### src/rtl/fast_square_bb_deframe_pkg.sv
// Shared constants and state encoding for the baseband deframer.
package fast_square_bb_deframe_pkg;

    localparam logic [15:0] MARKER_WORD    = 16'h8000;
    localparam int          NOMINAL_PERIOD = 33;

    typedef enum logic [1:0] {
        ST_SEARCH = 2'd0,
        ST_MARKER = 2'd1,
        ST_DATA   = 2'd2
    } state_t;

endpackage

### src/rtl/fast_square_run_detect.sv
// Marker comparator plus saturating run counter; reach pulses on the sample
// that brings the run up to MARKER_MIN.
module fast_square_run_detect
    import fast_square_bb_deframe_pkg::*;
#(
    parameter int CNT_W      = 8,
    parameter int MARKER_MIN = 16
) (
    input  logic             clock,
    input  logic             reset,
    input  logic             strobe,
    input  logic             enable,
    input  logic             clear,
    input  logic             load,
    input  logic [15:0]      i_in,
    input  logic [15:0]      q_in,
    output logic             is_marker,
    output logic [CNT_W-1:0] count,
    output logic             reach
);

    localparam logic [CNT_W-1:0] CNT_MAX = '1;
    localparam logic [CNT_W-1:0] MIN_VAL = CNT_W'(MARKER_MIN);
    localparam logic [CNT_W-1:0] MIN_M1  = CNT_W'(MARKER_MIN - 1);

    logic hit;

    assign hit       = strobe & enable;
    assign is_marker = (i_in == MARKER_WORD) && (q_in == MARKER_WORD);
    assign reach     = hit && is_marker && (count == MIN_M1);

    always_ff @(posedge clock) begin
        if (!reset) begin
            count <= '0;
        end else if (clear) begin
            count <= '0;
        end else if (load) begin
            count <= MIN_VAL;
        end else if (hit) begin
            if (!is_marker)
                count <= '0;
            else if (count != CNT_MAX)
                count <= count + 1'b1;
        end
    end

endmodule

### src/rtl/fast_square_bb_deframe.sv
// Header/marker deframer: locks onto the framed baseband stream, forwards
// data one clock later and flags reset-count gaps and strobe timeouts.
//
// state  | meaning
// SEARCH | hunting for a marker run, latching non-markers as header candidate
// MARKER | run long enough; waiting for the first data sample
// DATA   | locked, forwarding samples, watching for an upstream restart
module fast_square_bb_deframe
    import fast_square_bb_deframe_pkg::*;
#(
    parameter int MARKER_MIN     = 16,
    parameter int TIMEOUT_CYCLES = 128,
    parameter int CNT_W          = 8
) (
    input  logic             clock,
    input  logic             reset,
    input  logic             data_in_strobe,
    input  logic [15:0]      i_in,
    input  logic [15:0]      q_in,
    output logic             data_out_strobe,
    output logic [15:0]      i_out,
    output logic [15:0]      q_out,
    output logic             header_valid,
    output logic [31:0]      reset_count,
    output logic [CNT_W-1:0] marker_run,
    output logic             locked,
    output logic             missed_reset,
    output logic             timeout_err
);

    localparam int             GAP_W    = $clog2(TIMEOUT_CYCLES + 1);
    localparam logic [GAP_W-1:0] GAP_MAX  = GAP_W'(TIMEOUT_CYCLES);
    localparam logic [GAP_W-1:0] GAP_TRIG = GAP_W'(TIMEOUT_CYCLES - 1);

    state_t             state, state_next;
    logic [GAP_W-1:0]   gap;
    logic [31:0]        candidate;
    logic               have_prev_count;
    logic               is_marker, shadow_marker;
    logic [CNT_W-1:0]   run_count, shadow_count;
    logic               run_reach, shadow_reach;
    logic               timeout, accept, restart, forward;

    assign timeout = !data_in_strobe && (gap == GAP_TRIG);

    fast_square_run_detect #(.CNT_W(CNT_W), .MARKER_MIN(MARKER_MIN)) u_run (
        .clock     (clock),
        .reset     (reset),
        .strobe    (data_in_strobe),
        .enable    (state != ST_DATA),
        .clear     (timeout),
        .load      (restart),
        .i_in      (i_in),
        .q_in      (q_in),
        .is_marker (is_marker),
        .count     (run_count),
        .reach     (run_reach)
    );

    fast_square_run_detect #(.CNT_W(CNT_W), .MARKER_MIN(MARKER_MIN)) u_shadow (
        .clock     (clock),
        .reset     (reset),
        .strobe    (data_in_strobe),
        .enable    (state == ST_DATA),
        .clear     (timeout | restart),
        .load      (1'b0),
        .i_in      (i_in),
        .q_in      (q_in),
        .is_marker (shadow_marker),
        .count     (shadow_count),
        .reach     (shadow_reach)
    );

    always_ff @(posedge clock) begin
        if (!reset)
            state <= ST_SEARCH;
        else
            state <= state_next;
    end

    always_comb begin
        state_next = state;
        if (timeout) begin
            state_next = ST_SEARCH;
        end else if (data_in_strobe) begin
            case (state)
                ST_SEARCH: if (run_reach)    state_next = ST_MARKER;
                ST_MARKER: if (!is_marker)   state_next = ST_DATA;
                ST_DATA:   if (shadow_reach) state_next = ST_MARKER;
                default:                     state_next = ST_SEARCH;
            endcase
        end
    end

    always_comb begin
        accept  = data_in_strobe && (state == ST_MARKER) && !is_marker;
        restart = shadow_reach && (state == ST_DATA);
        forward = accept || (data_in_strobe && (state == ST_DATA) && !shadow_reach);
        locked  = (state == ST_DATA);
    end

    always_ff @(posedge clock) begin
        if (!reset) begin
            data_out_strobe <= 1'b0;
            i_out           <= '0;
            q_out           <= '0;
            header_valid    <= 1'b0;
            reset_count     <= '0;
            marker_run      <= '0;
            missed_reset    <= 1'b0;
            timeout_err     <= 1'b0;
            candidate       <= '0;
            have_prev_count <= 1'b0;
            // Start saturated so an idle link after reset is not a timeout.
            gap             <= GAP_MAX;
        end else begin
            data_out_strobe <= forward;
            header_valid    <= accept;
            if (forward) begin
                i_out <= i_in;
                q_out <= q_in;
            end
            if (data_in_strobe)
                gap <= '0;
            else if (gap != GAP_MAX)
                gap <= gap + 1'b1;
            if (data_in_strobe && !shadow_marker)
                candidate <= {q_in, i_in};
            if (accept) begin
                reset_count     <= candidate;
                marker_run      <= run_count;
                have_prev_count <= 1'b1;
                if (have_prev_count && (candidate != reset_count + 32'd1))
                    missed_reset <= 1'b1;
            end
            if (timeout)
                timeout_err <= 1'b1;
        end
    end

endmodule

### config.mk
export PLATFORM = sky130hd
export DESIGN_NAME = fast_square_bb_deframe
export DESIGN_NICKNAME = d
export VERILOG_FILES = /design/src/rtl/fast_square_bb_deframe_pkg.sv /design/src/rtl/fast_square_run_detect.sv /design/src/rtl/fast_square_bb_deframe.sv
export SDC_FILE = /design/constraint.sdc
export NUM_CORES = 1
export LEC_CHECK = 0
export BUFFER_PORTS_ARGS = -buffer_cell sky130_fd_sc_hd__buf_2
export CORE_ASPECT_RATIO = 0.5
export CORE_UTILIZATION = 40
export CTS_BUF_LIST = sky130_fd_sc_hd__clkbuf_4 sky130_fd_sc_hd__clkbuf_8 sky130_fd_sc_hd__clkbuf_16
export DETAILED_ROUTE_END_ITERATION = 8
export PLACE_DENSITY_LB_ADDON = 0.25
export SETUP_SLACK_MARGIN = 0.1
export SKIP_LAST_GASP = 1
export SYNTH_ARGS = -nofsm -noshare
export SYNTH_HDL_FRONTEND = slang
export SYNTH_SLANG_ARGS = --single-unit
### constraint.sdc
create_clock -name clock -period 2.84 [get_ports clock]
set_input_delay 0 -clock clock [delete_from_list [all_inputs] [get_ports clock]]
set_output_delay 0 -clock clock [all_outputs]
set_load 0.02 [all_outputs]
==> qor.yml <==
outcome:
  outcome: "complete, no violations"
drt:
  vias: 5973
  drt_first_pass_iters: 5
  via_per_inst: 5.36
  route.met3.wl_um: 788
  wirelength_mm: 17.9
  drc: 0
  wire_per_inst_um: 16.0
  drtIter0Drc: 574
  dr_wl_met2_mm: 8.21
  top_layer_used: "met4"
  drtAntennaViolNets: 0
  routedLengthMet1_mm: 8.61
clock_tree:
  cts_root_buffer: "clkbuf_16"
  cts_inserted_buffers: 17
  cts_buffer_depth: 2
  htree_levels: 4
  cts_setup_buffers: 0
  clock_sinks: 135
  cts_tree: "done"
  cts.reportedPaths.clkPinSlew_ps: 60
  insertion_delay_ps: 420
floorplan:
  die_y_um: 91.2
  rows: 32
  die-width_um: 180
  coreArea_um2: 15500
  dieArea_um2: 16500
  num_io_pins: 112
  start_util: 0.411
cells_and_area:
  drive_gt1_frac: 0.200
  stdcell_count: 1115
  multi_input_area_um2: 3480
  syn2layout_area_growth_pct: 27.8
  fin_nets: 938
  register_area_um2: 2710
  antenna_cells: 0
  fillerInstances: 1431
  design_area_um2: 8140
place:
  post-place-cells: 1049
  place_hpwl_mm: 12.1
  placed_cell_area_um2: 7210
  port_buffers: 111
  gp_congestion: 0.882
power:
  vdd_ir_drop_max_uv: 413
  p_comb_frac: 0.060
  netSwitchingFraction: 0.233
  p_sw_mw: 1.02
  pwr-share-seq: 0.446
  p_leak_nw: 3.21
  p_int_mw: 3.38
  clkPwrFrac: 0.494
  p_per_area_nw_per_um2: 541
synthesis:
  syn_area_per_cell_um2: 8.46
  synth.distinct_cells: 64
  synth_most_common_cell: "dfxtp_1"
  syn_inst: 753
  yosysTopAreaCell: "dfxtp_1"
  synth_seq_cells: 135
  async_reset_ff_frac: 0
  synth_top_area_share: 0.424
  netlist_top_cells_count: "dfxtp_1 (135), nand2_1 (110), nor2_1 (103)"
  synth_edf_count: 0
  seq_area_frac_synth: 0.424
  synth_fp_nets: 793
  synth_area_leaders: "dfxtp_1 (42%), mux2i_1 (10%), nand2_1 (6.5%)"
  synthFlopType: "dfxtp_1"
  netlist_area_um2: 6370
  yosysWarningCount: 0
grt:
  grt_pass1_vias: 5742
  gr-total-overflow: 0
  grt_pass1_wl_mm: 29.1
  grt.total_usage: 0.220
  antenna_found_initial: 0
  grt_max_degree: 108
timing:
  setup_viol_count_final: 0
  tns_ps: 0
  relSlewSlack: 0.256
  fin_worst_skew_ps: 6.75
  drv_slew: 0
  hold_viol_final: 0
  tightest_slew_ps: 1120
  grt_setup_unrepaired: "no"
  post-route-period-util: 0.940
  final_period_minus_worst_setup_slack_ps: 2670
  max_freq_mhz: 375
job:
  maxCapViolCount: 0
hold_path:
  hp-class: "input pin to flip-flop"
setup_path:
  cp.required_ps: 3140
  cp_max_fo: 7
  critPathArrivalTime_ps: 2970
  worstSetupPathType: "flip-flop to flip-flop"
  start_kind: "flip-flop"
  end_kind: "flip-flop"
-- power by group through the flow --
stage	sequential [mW]	combinational (mW)	clock, mW
final	1.96	0.264	2.18
after global placement	2.00	0.220	0
after global routing	1.97	0.287	2.30
after floorplan	1.99	0.149	0
after CTS	1.96	0.260	2.20
after detailed placement	2.00	0.222	0
-- stage by stage --
stage / util / hold WS [ps] / power [mW] / setup WS (ps)
after floorplan: - / 76.2 / 2.14 / 237
after global placement: 0.465 / 263 / 2.22 / 308
after detailed placement: 0.465 / 269 / 2.22 / 212
after CTS: 0.525 / 384 / 4.42 / 195
after global routing: 0.525 / 422 / 4.55 / 102
final: 0.525 / 393 / 4.40 / 170
-- area by class of cell --
type                       count  area share
multi-input combinational    567       0.427
clock buffer                  19      0.0557
tap                          204      0.0314
clock inverter                13      0.0158
timing repair buffer         165       0.132
inverter                      12     0.00569
sequential                   135       0.332
-- state kept, by name (all words and copies together), names as in the netlist, 2 cells and up --
| name | flops |
|---|---|
| candidate | 32 |
| marker_run | 8 |
| i_out | 16 |
| state | 2 |
| u_run.count | 8 |
| gap | 8 |
| u_shadow.count | 8 |
| reset_count | 32 |
| q_out | 16 |
-- kinds of logic (layout without fill, tap and decap cells) --
kind of cell / count (synthesis) / count (layout) / share of synthesized area
buf+inv: 51 / 209 / 0.0330
mux: 64 / 64 / 0.101
simple gates: 338 / 338 / 0.255
xor+xnor: 52 / 52 / 0.0715
fa+ha+maj: 5 / 5 / 0.00983
compound gates: 108 / 108 / 0.105
flops: 135 / 135 / 0.424
-- layer usage --
| metal | global-route usage | up-vias |
|---|---|---|
| met5 | 0 | - |
| met4 | 0.0684 | 0 |
| met3 | 0.0453 | 22 |
| met2 | 0.359 | 134 |
| met1 | 0.292 | 2878 |
| li1 | - | 2939 |
-- critical path, stage by stage, from the launching register on --
cell	delay [ps]
dfxtp_1	450
ha_2	310
nand4_1	210
or4_1	560
or3_1	330
nor3_1	170
nor3_1	80
nor4_1	330
a21oi_1	110
-- worst paths after layout --
kind	slack (ps)	from	end	depth (start not counted)
hold reg to reg	450	marker_run[3]$_SDFFE_PN0P_	marker_run[3]$_SDFFE_PN0P_	2
setup / recovery	170	reset_count[1]$_SDFFE_PN0P_	missed_reset$_SDFFE_PN0P_	8
hold / removal	390	i_in[0]	candidate[0]$_SDFFE_PN0P_	4
setup reg to reg	170	reset_count[1]$_SDFFE_PN0P_	missed_reset$_SDFFE_PN0P_	8
-- cell usage in the layout, fill, tap and decap left out, types with 3 or more instances in the layout --
cell type / n
nor3_1: 16
nand2_1: 110
and4_1: 3
mux2i_1: 64
and2_1: 4
nor3b_1: 3
o21ai_0: 10
xor2_1: 24
nor2_1: 102
buf_4: 18
a211oi_1: 4
clkbuf_16: 17
buf_2: 111
xnor2_1: 28
ha_1: 4
dlygate4sd3_1: 34
or4_1: 4
a41oi_1: 3
nand3_1: 15
and3_1: 8
inv_1: 11
dfxtp_1: 133
a31oi_1: 5
nand2b_1: 7
clkinv_2: 7
nand4_1: 21
nor4_1: 18
clkinvlp_4: 4
a21oi_1: 57
nand3b_1: 3
or3_1: 5
-- repair_timing --
action	CTS	global route
hold buffers	34	0
endpoints found under the hold margin	69	0
endpoints found under the setup margin	0	1
gates resized for setup	0	4
(Power assumes the default switching activity.)
